$ cat src/rtl/ins_prefetch_buffer.sv
// rtl/ins_prefetch_buffer.sv - instruction prefetch FIFO between IRAM and the control store
//
// Generates IRAM read addresses on its own, prefetches instructions into a
// DEPTH-entry FIFO and hands one instruction per fetch to a registered output.
// A jump flushes queued and in-flight instructions and restarts at jump_addr.
//
// Optional feature macro: PREFETCH_BYPASS_EN
//   defined   - an instruction returning while the FIFO is empty and a fetch is
//               pending goes straight to ins_out (one cycle less latency)
//   undefined - that instruction is pushed into the FIFO as usual
//
// Ports:
//   clk        system clock, rising edge
//   rst        asynchronous active-high reset
//   iram_addr  IRAM read address (the internal PC)
//   iram_rd    IRAM read strobe
//   ins_in     IRAM read data, valid one cycle after an iram_rd cycle
//   fetch      request for the next instruction
//   jump       one-cycle flush-and-redirect strobe
//   jump_addr  new PC, sampled when jump=1
//   ins_out    registered current instruction
//   ins_valid  ins_out holds a freshly delivered instruction
//   level      registered FIFO occupancy

module ins_prefetch_buffer #(
    parameter int INS_W  = 8,
    parameter int ADDR_W = 8,
    parameter int DEPTH  = 4,
    localparam int CNT_W = $clog2(DEPTH + 1)
) (
    input  logic              clk,
    input  logic              rst,
    output logic [ADDR_W-1:0] iram_addr,
    output logic              iram_rd,
    input  logic [INS_W-1:0]  ins_in,
    input  logic              fetch,
    input  logic              jump,
    input  logic [ADDR_W-1:0] jump_addr,
    output logic [INS_W-1:0]  ins_out,
    output logic              ins_valid,
    output logic [CNT_W-1:0]  level
);

    localparam int PTR_W = $clog2(DEPTH);
    localparam logic [CNT_W:0] DEPTH_C = (CNT_W + 1)'(DEPTH);

    logic [ADDR_W-1:0] pc;
    logic              inflight;
    logic [INS_W-1:0]  fifo_mem [DEPTH];
    logic [PTR_W-1:0]  head;
    logic [PTR_W-1:0]  tail;
    logic [CNT_W:0]    credit_used;
    logic              bypass;
    logic              push;
    logic              pop;

    // An outstanding read has already reserved a FIFO slot, so the issue
    // decision counts it against the depth. Pops only free credit once level
    // has been updated, which keeps the FIFO from ever overflowing.
    assign credit_used = {1'b0, level} + (CNT_W + 1)'(inflight);
    assign iram_rd     = !rst && !jump && (credit_used < DEPTH_C);
    assign iram_addr   = pc;

`ifdef PREFETCH_BYPASS_EN
    assign bypass = inflight && fetch && !jump && (level == '0);
`else
    assign bypass = 1'b0;
`endif

    assign push = inflight && !jump && !bypass;
    assign pop  = fetch && !jump && (level != '0);

    always_ff @(posedge clk or posedge rst) begin
        if (rst) begin
            pc       <= '0;
            inflight <= 1'b0;
        end else if (jump) begin
            pc       <= jump_addr;
            inflight <= 1'b0;
        end else begin
            inflight <= iram_rd;
            if (iram_rd) begin
                pc <= pc + ADDR_W'(1);
            end
        end
    end

    // Storage array needs no reset: occupancy is tracked by the pointers.
    always_ff @(posedge clk) begin
        if (push) begin
            fifo_mem[tail] <= ins_in;
        end
    end

    always_ff @(posedge clk or posedge rst) begin
        if (rst) begin
            head  <= '0;
            tail  <= '0;
            level <= '0;
        end else if (jump) begin
            head  <= '0;
            tail  <= '0;
            level <= '0;
        end else begin
            if (push) begin
                tail <= tail + PTR_W'(1);
            end
            if (pop) begin
                head <= head + PTR_W'(1);
            end
            if (push && !pop) begin
                level <= level + CNT_W'(1);
            end else if (pop && !push) begin
                level <= level - CNT_W'(1);
            end
        end
    end

    // Pop reads the entry at the old head, so a same-cycle push to the tail
    // cannot disturb the order of delivered instructions.
    always_ff @(posedge clk or posedge rst) begin
        if (rst) begin
            ins_out   <= '0;
            ins_valid <= 1'b0;
        end else if (jump) begin
            ins_valid <= 1'b0;
        end else if (bypass) begin
            ins_out   <= ins_in;
            ins_valid <= 1'b1;
        end else if (pop) begin
            ins_out   <= fifo_mem[head];
            ins_valid <= 1'b1;
        end else if (fetch) begin
            ins_valid <= 1'b0;
        end
    end

endmodule

$ cat config.mk
export PLATFORM = sky130hd
export DESIGN_NAME = ins_prefetch_buffer
export DESIGN_NICKNAME = d
export VERILOG_FILES = /design/src/rtl/ins_prefetch_buffer.sv
export SDC_FILE = /design/constraint.sdc
export NUM_CORES = 1
export LEC_CHECK = 0
export ABC_CLOCK_PERIOD_IN_PS = 2550
export BUFFER_PORTS_ARGS = -buffer_cell sky130_fd_sc_hd__buf_2
export CORE_UTILIZATION = 55
export DETAILED_ROUTE_END_ITERATION = 8
export PLACE_DENSITY = 0.78
export SLEW_MARGIN = 20
export SYNTH_ARGS = -nofsm -noshare
export SYNTH_HDL_FRONTEND = slang
export SYNTH_SLANG_ARGS = --single-unit
$ cat constraint.sdc
create_clock -name clk -period 2.55 [get_ports clk]
set_input_delay 0.255 -clock clk [delete_from_list [all_inputs] [get_ports clk]]
set_output_delay 0.255 -clock clk [all_outputs]
set_load 0.005 [all_outputs]
Word level (Yosys, flattened, before mapping). Memory sizes are Yosys's and may differ from the RTL's. A register that Yosys moved wholly into a read port is not among the register bits. Index checks and enable logic that the tools add are counted.

Memory bits (writable): 32. Output and inout bits: 21. Register bits: 17. Memories kept: 1.

Reduce and logical (&&, ||, !) cells: 18. $lt $le $gt $ge: 1. Bitwise operators: 1. Multiplexer cells: 15. $add $sub $neg: 6.

Memory list: fifo_mem (words 4, bits a word 8, rd ports 1, clocked after Yosys merged registers in 1, wr ports 1, RTL line 49) `logic [INS_W-1:0] fifo_mem [DEPTH];`.

Operators by type and width (number): 2-to-1 mux 8 bit (2); 2-to-1 mux 3 bit (3); nonzero test 3 bit (3); adder 8 x 1 -> 8 bit, second input constant (1); 2-to-1 mux 2 bit (4); logical AND 1 bit (7); 2-to-1 mux 1 bit (6); nonzero test 2 bit (3); adder 2 x 1 -> 2 bit, second input constant (2); adder 3 x 1 -> 4 bit (1); logical NOT 1 bit (4); less-than comparator 4 x 3 -> 1 bit, second input constant (1); adder 3 x 1 -> 3 bit, second input constant (1); subtractor 3 x 1 -> 3 bit, second input constant (1); AND reduction 2 bit (1); NOT 1 bit (1).

Logic depth before layout (Yosys ltp).
Depth after elaboration: 7. Depth in mapped cells: 8. Mapped depth without buffers: 7.

Least setup slack after synthesis. No wires, ideal clock.

Kind: register to register. Start point: reg level[1]. End point: reg level[1]. Arrival: 1715 ps. Stages on the path, launching flop included: 6. Path slack: 769 ps. Data required time: 2484 ps. Buffers on the path: 0. Cell sequence: dfrtp_1 -> o31ai_4 -> and2_1 -> fa_1 -> o22ai_1 -> and2_1.

Cells in the longest elaborated chain, start to end: 6. Elaborated cells on any way between the ends: 11.

RTL lines: start, declared (RTL line 41) `output logic [CNT_W-1:0] level`; start signal, assigned (RTL line 112) `level <= level + CNT_W'(1);`; start signal, assigned (RTL line 114) `level <= level - CNT_W'(1);`; parallel branches: the longest is 6 deep, another holds subtractor 3 x 1 -> 3 bit.

Parallel ways; which one is timed is not known. The select of a mux whose other input is x is not followed. A chain may end at the register's enable or synchronous reset.

Worst setup path after layout. Same ends and word-level chain as after synthesis.

==> summary.md <==
| Metric | Value |
|---|---|
| Initial drt markers | `78` |
| Synth cell types | `37` |
| Least-Margin Pin Slew | `around 940 ps` |
| Final Skew | `slightly below 7 ps` |
| Clk_lat worst skew | `about 320 ps` |
| Initial core utilization | `a little under three fifths` |
| # rows | `24` |
| PwrDens | `888 nW/um^2` |
| Final period util | `77.1%` |
| DP HPWL | `3.15 mm` |
| Final setup vio count | `0` |
| Hold Buf Count CTS | `0` |
| Fin crit period | `slightly below 2000 ps` |
| Share of layout cells above drive strength 1 | `35.2%` |
| H-Tree Depth | `3` |
| P_int | `approximately 1.9 mW` |
| Footprint of the multi-input gates | `about 840 sq um` |
| Nets | `around 240` |
| Die area | `between 4000 and 5000 sq um` |
| CTS tree | `built` |
| DR vias/cell | `roughly 5.6` |
| Total Routing Usage GR | `21.1%` |
| Most common cell after layout, fill and taps aside | `buf_2` |
| Finished Core Util | `between 60% and 70%` |
| Fill cell count | `299` |
| Die height | `about 69 um` |
| Num CTS Buffers | `9` |
| Cts repair resizes | `0` |
| Clock buffer depth | `2` |
| Pin count of the biggest net entering global routing | `26` |
| Ports | `between 40 and 50` |
| Clk sinks | `57` |
| Status | `completed` |
| CP endpoint kind | `flip-flop` |
| Max Freq | `just over 500 MHz` |
| DR vias | `1509` |
| Initial antenna violation count | `0` |
| Core ar. | `about 4400 sq um` |
| EDFF count, synth | `32` |
| Clock share of power | `between 30% and 40%` |
| Syn nets | `191` |
| Max-slew violations | `0` |
| Relative slew margins | `~37%` |
| Setup TNS | `0 ps` |
| Vias in the first global route | `between 1.5k and 2k` |
| Routed WL | `4.56 mm` |
| Fin worst setup slack | `~580 ps` |
| Worst path required time | `roughly 2800 ps` |
| Max Cap Viol | `0` |
| Non-Filler Instances | `roughly 270` |
| Crit Path Class | `reg -> reg` |
| Fin. Hold Viols | `0` |
| Setup repair bufs after CTS | `0` |
| Area Overhead vs Synth | `17.5%` |
| P_sw | `around 700 uW` |
| Most frequent cells in the layout | `40 x buf_2, 32 x edfxtp_1, 25 x dfrtp_1, 11 x clkbuf_8, 10 x nor2_1` |
| Sequential element share of the synthesized area | `63.4%` |
| Final GP Congestion | `slightly below 0.8` |
| Switching Share | `a little over a quarter` |
| ANT cells | `0` |
| Worst setup SP type | `flip-flop` |
| Combinational power share | `a little over a fifth` |
| First-pass GRT wire length | `between 7 and 8 mm` |
| Die Wd | `69.5 um` |
| Clock Pin Slew Worst Setup and Hold Paths | `~60 ps` |
| Setup repair after global routing missed its margin | `false` |
| Drt first pass iters | `4` |
| Worst hold margin | `149 ps` |
| WP data arrival | `~2200 ps` |
| Synthesized area | `2500 sq um` |
| Post-synth ARST share | `43.9%` |
| DRC Markers | `0` |
| Root Driver | `clkbuf_8` |
| Inst Count DP | `roughly 250` |
| Top_reg_cell synth | `edfxtp_1` |
| Mean post-synth cell area | `roughly 15 sq um` |
| CP Max Fanout | `7` |
| Drt wl/cell | `17.0 um` |
| YS warnings | `0` |
| Reg area | `about 1600 sq um` |
| Cell count after synthesis | `between 150 and 200` |
| VDD IR max | `approximately 0.58 mV` |
| Final ANT Viol Nets | `0` |
| Synth Register Bits | `57` |
| Setup WS pre-CTS | `around 600 ps` |
| Sequential cell fraction of total power | `roughly 47%` |
| IO Port Bufs | `40` |
| Total grt overflow | `0` |
| Min-Delay Path Class | `in -> reg` |
| P_leak | `1.20 nW` |
[cells in the mapped netlist (2+ instances only)]
master	count	area [sq um]
edfxtp_1	32	961
dfrtp_1	25	626
nor2_1	10	37.5
inv_1	9	33.8
mux2_2	8	90.1
mux4_2	8	180
a221o_1	7	70.1
and2_1	6	37.5
ha_1	5	62.6
a21oi_1	4	20.0
a21o_1	3	22.5
a31oi_1	3	18.8
nand2_1	3	11.3
nand3_1	3	15.0
nor3_1	3	15.0
nor3b_1	3	22.5
o22ai_1	3	18.8
xnor2_1	3	26.3
xor2_1	3	26.3
and3_1	2	12.5
buf_4	2	15.0
mux2i_1	2	20.0
nand2b_1	2	12.5
nor2_4	2	22.5
nor2b_1	2	12.5
[critical path: stages (launching register included)]
cell and delay (ps):
dfrtp_1 450, o31ai_4 460, and2_1 210, fa_1 420, o22ai_1 200, and2_1 160
[worst paths after layout]
kind,cells past startpoint,slack (ps),start,endpoint
max in group asynchronous,2,1800,rst,tail[1]
min in group asynchronous,2,170,rst,iram_addr[1]
min,1,150,ins_in[7],fifo_mem[1][7]
max,5,580,level[1],level[1]
max reg2reg,5,580,level[1],level[1]
min reg2reg,1,510,ins_out[0],ins_out[0]
[power groups by stage]
stage                     registers (mW)  logic, mW  clock network [mW]
after global routing                1.26      0.608               0.893
after global placement              1.25      0.529                   0
after floorplan                     1.21      0.396                   0
after CTS                           1.24      0.558               0.842
final                               1.23      0.551               0.828
after detailed placement            1.26      0.556                   0
[state kept, by name (all words and copies together) (netlist names)]
register,count
fifo_mem,32
inflight,1
ins_valid,1
tail,2
head,2
iram_addr,8
level,3
ins_out,8
[area by class of cell]
cell class                      instances  area share (%)
Clock inverter                          3            1.32
Timing Repair Buffer                   41            7.06
Multi-Input combinational cell         92            28.7
Inverter                               10            1.36
Clock buffer                           13            5.40
Tap cell                               52            2.21
Sequential cell                        57            53.9
[layer usage]
metal	routed length [um]	part of all wire (%)	GRT usage (%)
met5	0	0	0
met4	33	0.72	10.9
met3	179	3.9	5.23
met2	2470	54	35.4
met1	1870	41	25.3
[per-stage QoR]
stage / total power, mW / area (sq um)
floorplan: 1.61 / 2500
global placement: 1.78 / 2740
detailed placement: 1.81 / 2740
CTS: 2.64 / 2940
global route: 2.76 / 2940
finish: 2.61 / 2940
[cell families after synthesis]
logic type | Yosys count | share of synthesized area, %
AO/OA/AOI/OAI | 23 | 7.45
XOR/XNOR | 6 | 2.10
adder cells (fa/ha/maj) | 6 | 3.30
buffers and inverters | 16 | 2.90
flip-flops | 57 | 63.4
multiplexers | 18 | 11.6
AND/OR/NAND/NOR | 39 | 9.30
No activity file was read; power rests on OpenSTA's default activity.
